--- src/rtl/pwm_fade_seq.sv ---
// Command sequencer for the PWM_in register port: writes top, clears the counter,
// then keeps rewriting the compare register to fade duty 0 -> top -> 0 and back.
module pwm_fade_seq #(
  parameter int W = 16
) (
  input  logic         clk,
  input  logic         rst,
  input  logic         start,
  input  logic         stop,
  input  logic [W-1:0] top_val,
  input  logic [W-1:0] step,
  input  logic [W-1:0] hold,
  output logic [W-1:0] d,
  output logic [1:0]   sel,
  output logic         busy,
  output logic         dir,
  output logic [W-1:0] level,
  output logic [2:0]   state_dbg
);

  typedef enum logic [2:0] {IDLE, W_TOP, W_CNT, W_CMP, WAIT} state_t;

  // Write selects presented to PWM_in.
  localparam logic [1:0] SEL_NONE = 2'd0;
  localparam logic [1:0] SEL_CMP  = 2'd1;
  localparam logic [1:0] SEL_TOP  = 2'd2;
  localparam logic [1:0] SEL_CNT  = 2'd3;

  state_t       state, state_n;
  logic [W-1:0] top_r, top_n;
  logic [W-1:0] step_r, step_n;
  logic [W-1:0] hold_r, hold_n;
  logic [W-1:0] timer, timer_n;
  logic [W-1:0] d_n, level_n;
  logic [1:0]   sel_n;
  logic         dir_n, busy_n;

  logic [W:0]   sum;
  logic [W-1:0] fade_level;
  logic         fade_dir;

  // Next compare value; the extra bit keeps level+step from wrapping past top.
  always_comb begin
    sum        = {1'b0, level} + {1'b0, step_r};
    fade_level = level;
    fade_dir   = dir;
    if (!dir) begin
      if (sum >= {1'b0, top_r}) begin
        fade_level = top_r;
        fade_dir   = 1'b1;
      end else begin
        fade_level = sum[W-1:0];
      end
    end else begin
      if (level <= step_r) begin
        fade_level = '0;
        fade_dir   = 1'b0;
      end else begin
        fade_level = level - step_r;
      end
    end
  end

  always_comb begin
    state_n = state;
    top_n   = top_r;
    step_n  = step_r;
    hold_n  = hold_r;
    timer_n = timer;
    d_n     = d;
    sel_n   = SEL_NONE;
    level_n = level;
    dir_n   = dir;
    case (state)
      IDLE: begin
        if (start && !stop) begin
          top_n   = top_val;
          step_n  = step;
          hold_n  = hold;
          sel_n   = SEL_TOP;
          d_n     = top_val;
          state_n = W_TOP;
        end
      end
      W_TOP: begin
        sel_n   = SEL_CNT;
        d_n     = '0;
        state_n = W_CNT;
      end
      W_CNT: begin
        sel_n   = SEL_CMP;
        d_n     = '0;
        level_n = '0;
        dir_n   = 1'b0;
        timer_n = hold_r;
        state_n = W_CMP;
      end
      W_CMP, WAIT: begin
        state_n = WAIT;
        if (timer != '0) begin
          timer_n = timer - W'(1);
        end else begin
          sel_n   = SEL_CMP;
          d_n     = fade_level;
          level_n = fade_level;
          dir_n   = fade_dir;
          timer_n = hold_r;
        end
      end
      default: state_n = IDLE;
    endcase
    // Abort overrides any pending update: park the compare at 0.
    if (stop && state != IDLE) begin
      sel_n   = SEL_CMP;
      d_n     = '0;
      level_n = '0;
      dir_n   = 1'b0;
      timer_n = '0;
      state_n = IDLE;
    end
    busy_n = (state_n != IDLE);
  end

  always_ff @(posedge clk) begin
    if (rst) begin
      state  <= IDLE;
      top_r  <= '0;
      step_r <= '0;
      hold_r <= '0;
      timer  <= '0;
      d      <= '0;
      sel    <= SEL_NONE;
      busy   <= 1'b0;
      dir    <= 1'b0;
      level  <= '0;
    end else begin
      state  <= state_n;
      top_r  <= top_n;
      step_r <= step_n;
      hold_r <= hold_n;
      timer  <= timer_n;
      d      <= d_n;
      sel    <= sel_n;
      busy   <= busy_n;
      dir    <= dir_n;
      level  <= level_n;
    end
  end

  assign state_dbg = state;

endmodule
--- config.mk ---
export PLATFORM = sky130hd
export DESIGN_NAME = pwm_fade_seq
export DESIGN_NICKNAME = d
export VERILOG_FILES = /design/src/rtl/pwm_fade_seq.sv
export SDC_FILE = /design/constraint.sdc
export NUM_CORES = 1
export LEC_CHECK = 0
export ABC_CLOCK_PERIOD_IN_PS = 11800
export BUFFER_PORTS_ARGS = -buffer_cell sky130_fd_sc_hd__buf_2
export CAP_MARGIN = 10
export CORE_ASPECT_RATIO = 0.5
export CORE_MARGIN = 1.5
export CORE_UTILIZATION = 63
export CTS_CLUSTER_DIAMETER = 150
export DETAILED_ROUTE_END_ITERATION = 6
export PLACE_DENSITY = 0.93
export SKIP_CTS_REPAIR_TIMING = 1
export SLEW_MARGIN = 20
export SYNTH_ARGS = -nofsm -noshare
export SYNTH_HDL_FRONTEND = slang
export SYNTH_SLANG_ARGS = --single-unit
--- constraint.sdc ---
create_clock -name clk -period 11.8 [get_ports clk]
set_clock_uncertainty 0.1 [all_clocks]
set_input_delay 1.77 -clock clk [delete_from_list [all_inputs] [get_ports clk]]
set_output_delay 1.77 -clock clk [all_outputs]
set_load 0.01 [all_outputs]
# == Word level (Yosys, flattened, before mapping) ==
# Index checks and enable logic that the tools add are counted.
# classes
eq_ne,6
add_sub_neg,3
n_reduce_logical,15
muxes,21
order_cmp,2
# op_table
cell,count
two-way mux 16 bit,6
one-hot mux 16 bit (2 select lines),2
one-hot mux 16 bit (3 select lines),1
adder 16 x 16 -> 17 bit,1
>= comparator 17 x 16 -> 1 bit,1
<= comparator 16 bit,1
nonzero test 16 bit,1
subtractor 16 x 1 -> 16 bit (second input constant),1
subtractor 16 bit,1
one-hot mux 3 bit (4 select lines),1
nonzero test 3 bit,3
one-hot mux 2 bit (4 select lines),1
equality test 3 x 2 -> 1 bit (second input constant),2
two-way mux 1 bit,6
two-way mux 3 bit,2
OR reduction 2 bit,3
inequality test 2 bit (second input constant),2
AND reduction 2 bit,2
equality test 3 x 1 -> 1 bit (second input constant),1
equality test 3 bit (second input constant),1
zero test 3 bit,1
AND reduction 3 bit,1
logical AND 1 bit,2
two-way mux 2 bit,1
3 further kinds,3
# word_totals
output_inout_bits,39
wordCells,58
input_bits,52
regBits,103

# == Longest topological paths before layout ==
# Gate-level depths: netlist of run 1.
# depth
depth_word,6
mapped_depth,18

# == Least setup slack after synthesis of run 1 ==
# No wires, ideal clock.
# synth_timing
path_type,flip-flop to flip-flop
startpoint,register level[5]
endpoint,register d[10]
stages_incl_launch_ff,17
required_time_ns,11.563
synth_period_minus_slack_ns,4.078
slack_ns,7.722
arrival_time_ns,3.841
path_cell_list,dfxtp_1 ha_1 buf_4 nor3b_1 nor3_1 nand2_1 or4b_1 o2111ai_1 ha_1 o21a_1 o21ai_1 a2111oi_0 a211o_1 nor3_4 mux2_2 a22oi_1 a31oi_1
# synth_via
elab_chain_len,6
word_cells_on_any_way,9
classes_between,2 x add/sub; 2 x order compare; 5 x mux
# synth_lines
element,line_no,source
from (decl),17,"output logic [W-1:0] level,"
from (signal assigned),146,level <= level_n;
adder 16 x 16 -> 17 bit,44,"sum = {1'b0, level} + {1'b0, step_r};"
>= comparator 17 x 16 -> 1 bit,48,"if (sum >= {1'b0, top_r}) begin"
two-way mux 16 bit,48,
two-way mux 16 bit (*),47,if (!dir) begin
two-way mux 16 bit (*),100,if (timer != '0) begin
one-hot mux 16 bit (3 select lines) (*),74,case (state)
to (signal assigned),142,d <= d_n;
to (decl),13,"output logic [W-1:0] d,"
# Every way passes the cells marked *; elsewhere a longest branch is shown, timed or not. The select of a mux whose other input is x is not followed.
# A chain may end at the register's enable or synchronous reset.

# == Worst setup path after layout of run 1 ==
# layout_timing
startpoint,register step_r[6]
endpoint,register d[6]
# layout_via
elab_chain_len,6
word_cells_on_any_way,9
classes_between,2 x add/sub; 2 x order compare; 5 x mux
# layout_lines
element,line_no,source
from (decl),31,"logic [W-1:0] step_r, step_n;"
from (signal assigned),139,step_r <= step_n;
adder 16 x 16 -> 17 bit,44,
>= comparator 17 x 16 -> 1 bit,48,
two-way mux 16 bit,48,
two-way mux 16 bit (*),47,
two-way mux 16 bit (*),100,
one-hot mux 16 bit (3 select lines) (*),74,
# Marks and branches as above.

==> results of run 1 <==
## cells by family after synthesis
kind of cell / share of synthesized area
DFF: 0.307
AOI/OAI and AO/OA: 0.268
and+or+nand+nor: 0.217
xor gates and xnor gates: 0.0300
buffers and inverters: 0.0610
muxes: 0.0179
adders and majority gates: 0.0990
## worst max-delay path: stages (launching register included)
cell,delay [ns]
dfxtp_1,0.36
inv_1,0.06
ha_1,0.51
inv_1,0.10
o311ai_0,0.51
a21oi_1,0.19
a31oi_1,0.36
xor2_1,0.22
ha_1,0.29
o21a_1,0.12
o21ai_1,0.20
a2111oi_0,0.11
a211o_1,0.33
nor3_4,0.68
mux2_2,0.43
a22oi_1,0.28
a31oi_1,0.12
## Yosys cell counts (6+ instances only)
cell / instances
nand2_1: 147
a21oi_1: 105
dfxtp_1: 103
nor2_1: 66
o21ai_0: 57
ha_1: 50
inv_1: 43
clkbuf_1: 34
nor3_1: 19
a31oi_1: 16
xnor2_1: 16
buf_2: 13
a21o_1: 12
a22oi_1: 12
nand2b_1: 11
nand3_1: 11
a211oi_1: 10
nor2b_1: 10
or3_1: 10
mux2_2: 8
nand4_1: 7
o21a_1: 7
xor2_1: 7
o211ai_1: 6
o21bai_1: 6
## state kept, by name, summed over array words and instances, names as in the netlist
| register | flops |
|---|---|
| busy | 1 |
| d | 16 |
| dir | 1 |
| hold_r | 16 |
| level | 16 |
| sel | 2 |
| state_dbg | 3 |
| step_r | 16 |
| timer | 16 |
| top_r | 16 |
## how the worst max path moves through the flow
stage / start / endpoint / slack, ns
after floorplan: level[5] / d[10] / 7.72
after global placement: step_r[10] / level[6] / 6.97
after detailed placement: step_r[6] / level[7] / 6.88
after CTS: step_r[6] / level[6] / 6.79
after global routing: step_r[6] / level[6] / 6.36
final: step_r[6] / d[6] / 6.69
## per-layer routing
layer / global-route usage / vias up / wire length [µm]
met1: 0.471 / 3124 / 8560
met5: 0 / - / 0
met2: 0.528 / 363 / 8340
met4: 0.0950 / 0 / 404
li1: - / 3215 / -
met3: 0.0868 / 54 / 2050
## cell type report
cell class,instances,area (µm²)
clock buffer,10,229
clock inverter,6,76.3
fill,805,2810
inverter,44,165
multi-input combinational,683,4270
sequential,103,2060
tap,140,175
timing repair buffer,93,493
## power by group
part	switching [mW]	total [mW]	internal, mW
combinational	0.199	0.327	0.128
clock	0.147	0.315	0.168
sequential	0.0186	0.387	0.369
## layout by cell type, fill, tap and decap left out, types with 4 or more instances in the layout
master	Yosys	layout
or3_1	10	10
clkbuf_16	0	9
buf_2	13	90
a2bb2oi_1	5	5
o21ai_1	5	5
nand2_1	147	147
a31oi_1	16	16
a211oi_1	10	10
nor4_1	4	4
or2_2	4	4
xnor2_1	16	16
a21o_1	12	12
o21ai_0	57	57
inv_1	43	43
nand2b_1	11	11
o211ai_1	6	6
a22oi_1	12	12
mux2_2	8	8
o21bai_1	6	6
ha_1	50	50
dfxtp_1	103	103
o21a_1	7	7
and2_1	5	5
nor2b_1	10	10
a21oi_1	105	103
nor3_1	19	19
xor2_1	7	7
nand3_1	11	11
nand4_1	7	7
nor2_1	66	65
## metrics by stage
step	area [µm²]	instances	power, mW
2_1_floorplan	6720	884	0.627
3_3_place_gp	7130	1062	0.702
3_5_place_dp	7130	1062	0.705
4_1_cts	7430	1078	1.02
5_1_grt	7470	1079	1.07
6_report	7470	1079	1.03
==> metrics.yaml, run 1 <==
clocking:
  cts_tree: "done"
  cts.htree.levels: 3
  clkLatencyLatePin_ns: 0.35
  cts_sinks: 103
  clk_pin_slew_ns: 0.07
  cts_root_buf: "clkbuf_16"
  cts_max_path_buffers: 2
  cts_made_buffers: 9
hold_path:
  worstHoldPathType: "reg -> reg"
  holdPathStages: 2
  hold_path_end: "hold_r[5]"
  hold_start: "hold_r[5]"
layout:
  nets: 1038
  antenna_cells: 0
  post-route-util: 0.727
  area_growth_pct: 11.1
  drive_gt1_frac: 0.154
global_route:
  grt_pass1_vias: 6191
  grt_max_degree: 53
  grt_antenna_before_repair: 0
  grt_usage: 0.342
  grt_pass1_wl_um: 30900
  overflow: 0
floorplanning:
  core_mm2: 0.0103
  rows: 26
  ios: 91
  dieArea_mm2: 0.0113
  die_height_um: 76.0
  fp.dieW_um: 149
  initial_core_util: 0.654
timing:
  fmax_mhz: 196
  post-route-period-util: 0.433
  slew_violations: 0
  hold_violations: 0
  fin_ws_ns: 6.69
  slew_headroom: 0.256
  tightest_slew_ns: 1.12
  rsz0062_at_grt: "false"
  fin_crit_ns: 5.11
  finalSetupViolations: 0
  tns_ns: 0
  whs_ns: 0.358
synth:
  synth_area_leader_cell: "dfxtp_1"
  synth.area.top_cells: "dfxtp_1 (31%), ha_1 (9.3%), nand2_1 (8.2%), a21oi_1 (7.8%), o21ai_0 (4.2%)"
  synth_ff_type: "dfxtp_1"
  synthArstFlopShare: 0
  avgSynthCellArea_um2: 7.60
  syn-num-nets: 988
  syn_area_mm2: 0.00672
  synth_edf_count: 0
  synth_cell_types: 75
  netlist.area_leader.share: 0.307
  yosys_warnings: 0
  ys_ff_latch: 103
  yosysSeqAreaShare: 0.307
  synth_cells: 884
route:
  vias: 6756
  wl_per_cell_um: 17.9
  drt_pass1_iterations: 5
  drtIter0Drc: 716
  drtAntennaViolNets: 0
  wl_um: 19400
  remaining_drc_errors: 0
  vias_per_cell: 6.26
critical_path:
  cp.required_ns: 11.92
  worst-path-max-fanout: 18
  worstPathArrival_ns: 5.23
  cp-start-kind: "register"
  crit_path_end_kind: "register"
  path_class: "reg -> reg"
  rrSetupSlack_ns: 6.69
  r2r_end: "d[6]"
  reg2regPathDepth: 16
  r2r-start: "step_r[6]"
placed_design:
  numPortBuffers: 90
  pre_cts_ws_ns: 6.88
  gp_congestion: 0.899
  dp_hpwl_um: 13400
flow_run:
  cap_violations: 0
power_and_ir_drop:
  peakVddDrop_mv: 0.0825
  powerDensity_mw_per_mm2: 138
  p_leak_nw: 3.19
outcome:
  status: "finished, final reports clean"
No activity file was read; power rests on OpenSTA's default activity.
==> run 2: changes to the inputs <==
Settings changed: ABC_AREA set to 1, ABC_CLOCK_PERIOD_IN_PS 11800 to 4800, CORE_UTILIZATION 63 to 59, PLACE_DENSITY 0.93 to 0.88.
Clock period 11.8 ns to 4.8 ns, I/O delays scaled along.
==> run 2 against run 1 <==
Flip-flop and latch count is the same. Sequential power grew to 2.5 times the previous value. Setup slack worse by 6.0 ns. Combinational power grew to 3.4 times the previous value. Hold slack better by 0.0065 ns.
==> metrics.yaml, run 2 <==
route:
  drtAntennaViolNets: 0  # unchanged
  remaining_drc_errors: 0  # unchanged
  wl_um: 18600  # was 19400 µm
  vias_per_cell: 5.73  # was 6.26
  wl_per_cell_um: 15.7  # was 17.9 µm
  vias: 6781  # was 6756
  drtIter0Drc: 606  # was 716
  drt_pass1_iterations: 5  # unchanged
critical_path:
  cp-start-kind: "register"  # unchanged
  r2r_end: "level[4]"  # was d[6]
  worstPathArrival_ns: 4.25  # was 5.23 ns
  reg2regPathDepth: 24  # was 16
  rrSetupSlack_ns: 0.73  # was 6.69 ns
  crit_path_end_kind: "register"  # unchanged
  r2r-start: "level[0]"  # was step_r[6]
  worst-path-max-fanout: 17  # was 18
  cp.required_ns: 4.98  # was 11.92 ns
  path_class: "reg -> reg"  # unchanged
synth:
  netlist.area_leader.share: 0.308  # was 0.307
  yosys_warnings: 0  # unchanged
  synthArstFlopShare: 0  # unchanged
  synth.most_common_cell: "nand2_1"  # unchanged
  synth_edf_count: 0  # unchanged
  synth.area.top_cells: "dfxtp_1 (31%), a21oi_1 (10%), nand2_1 (9.7%), ha_1 (9.3%), o21ai_0 (8.1%)"  # was dfxtp_1 (31%), ha_1 (9.3%), nand2_1 (8.2%), a21oi_1 (7.8%), o21ai_0 (4.2%)
  ys_ff_latch: 103  # unchanged
  syn-num-nets: 1072  # was 988
  syn_area_mm2: 0.00670  # was 0.00672 mm²
  yosysSeqAreaShare: 0.308  # was 0.307
  synth_area_leader_cell: "dfxtp_1"  # unchanged
  avgSynthCellArea_um2: 6.92  # was 7.60 µm²
  synth_cells: 968  # was 884
  netlist_top_cells_count: "nand2_1 (173), a21oi_1 (135), inv_1 (121), o21ai_0 (109), dfxtp_1 (103)"  # was nand2_1 (147), a21oi_1 (105), dfxtp_1 (103), nor2_1 (66), o21ai_0 (57)
  synth_cell_types: 48  # was 75
  synth_ff_type: "dfxtp_1"  # unchanged
placed_design:
  dp_hpwl_um: 13800  # was 13400 µm
  pre_cts_ws_ns: 0.866  # was 6.88 ns
  numPortBuffers: 90  # unchanged
  place_area_mm2: 0.00717  # was 0.00713 mm²
  gp_congestion: 0.994  # was 0.899
floorplanning:
  dieArea_mm2: 0.0120  # was 0.0113 mm²
  die_height_um: 78.3  # was 76.0 µm
  ios: 91  # unchanged
  core_mm2: 0.0110  # was 0.0103 mm²
  fp.dieW_um: 154  # was 149 µm
  initial_core_util: 0.608  # was 0.654
  rows: 27  # was 26
timing:
  post-route-period-util: 0.847  # was 0.433
  fin_ws_ns: 0.733  # was 6.69 ns
  tns_ns: 0  # unchanged
  fmax_mhz: 246  # was 196 MHz
  slew_headroom: 0.262  # was 0.256
  hold_violations: 0  # unchanged
  rsz0062_at_grt: "false"  # unchanged
  tightest_slew_ns: 1.11  # was 1.12 ns
  finalSetupViolations: 0  # unchanged
  fin_crit_ns: 4.07  # was 5.11 ns
  slew_violations: 0  # unchanged
global_route:
  grt_usage: 0.309  # was 0.342
  grt_pass1_wl_um: 29800  # was 30900 µm
  grt_max_degree: 46  # was 53
  grt_pass1_vias: 6221  # was 6191
  overflow: 0  # unchanged
  grt_antenna_before_repair: 0  # unchanged
layout:
  nFillCells: 960  # was 805
  final_cell_mix: "nand2_1 (172), a21oi_1 (135), inv_1 (120), o21ai_0 (109), dfxtp_1 (103)"  # was nand2_1 (147), a21oi_1 (103), dfxtp_1 (103), buf_2 (90), nor2_1 (65)
  nets: 1138  # was 1038
  final_common_cell: "nand2_1"  # unchanged
  drive_gt1_frac: 0.142  # was 0.154
  area_growth_pct: 11.4  # was 11.1%
  post-route-util: 0.677  # was 0.727
  antenna_cells: 0  # unchanged
  design_area_mm2: 0.00746  # was 0.00747 mm²
hold_path:
  worstHoldPathType: "reg -> reg"  # unchanged
  hold_start: "hold_r[14]"  # was hold_r[5]
  holdPathStages: 2  # unchanged
  hold_path_end: "hold_r[14]"  # was hold_r[5]
power_and_ir_drop:
  p_int_mw: 1.69  # was 0.665 mW
  clkPwrFrac: 0.256  # was 0.306
  comb_power_share: 0.396  # was 0.318
  switching_share: 0.403  # was 0.354
  powerDensity_mw_per_mm2: 379  # was 138 mW/mm²
  sequentialPowerShare: 0.348  # was 0.376
  finalPower_mw: 2.83  # was 1.03 mW
  p_leak_nw: 3.75  # was 3.19 nW
  power.switching_mw: 1.14  # was 0.364 mW
  peakVddDrop_mv: 0.206  # was 0.0825 mV
clocking:
  cts.htree.levels: 3  # unchanged
  cts_tree: "done"  # unchanged
  cts_root_buf: "clkbuf_16"  # unchanged
  cts_max_path_buffers: 2  # unchanged
  clk_pin_slew_ns: 0.07  # about the same
  cts_made_buffers: 9  # unchanged
  clkLatencyLatePin_ns: 0.36  # was 0.35 ns
  cts_sinks: 103  # unchanged
flow_run:
  cap_violations: 0  # unchanged
outcome:
  status: "finished, final reports clean"  # unchanged
==> run 2: changes by cell type in the layout (fill, tap and decap cells not counted), moves of 16 or more <==
cell / delta
a21oi_1: +32
inv_1: +77
nand2_1: +25
nand3_1: +25
o21ai_0: +52
xor2_1: +16
==> run 2: layer usage <==
metal	global-route usage	vias to the layer above	share of wire
met5	0	-	0
met4	0.102	0	0.017
met3	0.0508	32	0.075
met2	0.527	274	0.47
met1	0.401	3124	0.44
li1	-	3351	-
==> run 2: kinds of logic after synthesis <==
kind of cell | count (synthesis) | share of synthesized area
buf+inv | 171 | 0.103
flops | 103 | 0.308
xor+xnor | 26 | 0.0340
compound gates | 283 | 0.225
fa+ha+maj | 52 | 0.0994
simple gates | 333 | 0.231
==> run 2: how the worst max path moves through the flow <==
stage / start / to / slack, ns
2_1_floorplan: level[0] / level[5] / 1.41
3_3_place_gp: level[0] / d[7] / 0.93
3_5_place_dp: level[0] / d[7] / 0.87
4_1_cts: level[0] / level[4] / 0.81
5_1_grt: level[0] / d[4] / 0.42
6_report: level[0] / level[4] / 0.73
==> run 2: worst max-delay path: stages, from the launching register on <==
cell	delay, ns
dfxtp_1	0.35
ha_1	0.28
fa_1	0.42
nand3_1	0.10
nand2_1	0.13
nand2_1	0.09
nand2_1	0.14
xor2_1	0.30
inv_1	0.08
ha_1	0.30
nand2_1	0.07
nand2_1	0.05
nand3_1	0.06
nand2_1	0.07
a21oi_1	0.14
nand2_1	0.07
nand2_1	0.05
nand2_1	0.04
nand2_1	0.25
nand3_4	0.28
nand2_1	0.13
nand2_1	0.05
nand2_1	0.06
nand3_1	0.19
a21oi_1	0.18
==> run 2: power by group through the flow <==
stage	combinational (mW)	sequential (mW)	clock, mW
4_1_cts	1.10	0.983	0.728
3_3_place_gp	1.06	0.997	0
3_5_place_dp	1.08	1.00	0
6_report	1.12	0.983	0.724
5_1_grt	1.25	0.991	0.765
2_1_floorplan	0.814	1.01	0
==> run 2: layout make-up <==
cell class	instances	area, µm²	area share
multi-input combinational	694	3950	0.529
clock inverter	4	42.5	0.00570
inverter	132	498	0.0667
clock buffer	12	246	0.0330
tap	145	181	0.0243
timing repair buffer	94	480	0.0644
sequential	103	2060	0.276
==> run 2: stage by stage <==
| stage | hold WS, ns | std cells |
|---|---|---|
| floorplan | 0.324 | 968 |
| global placement | 0.348 | 1168 |
| detailed placement | 0.357 | 1168 |
| CTS | 0.367 | 1184 |
| global route | 0.395 | 1184 |
| finish | 0.364 | 1184 |
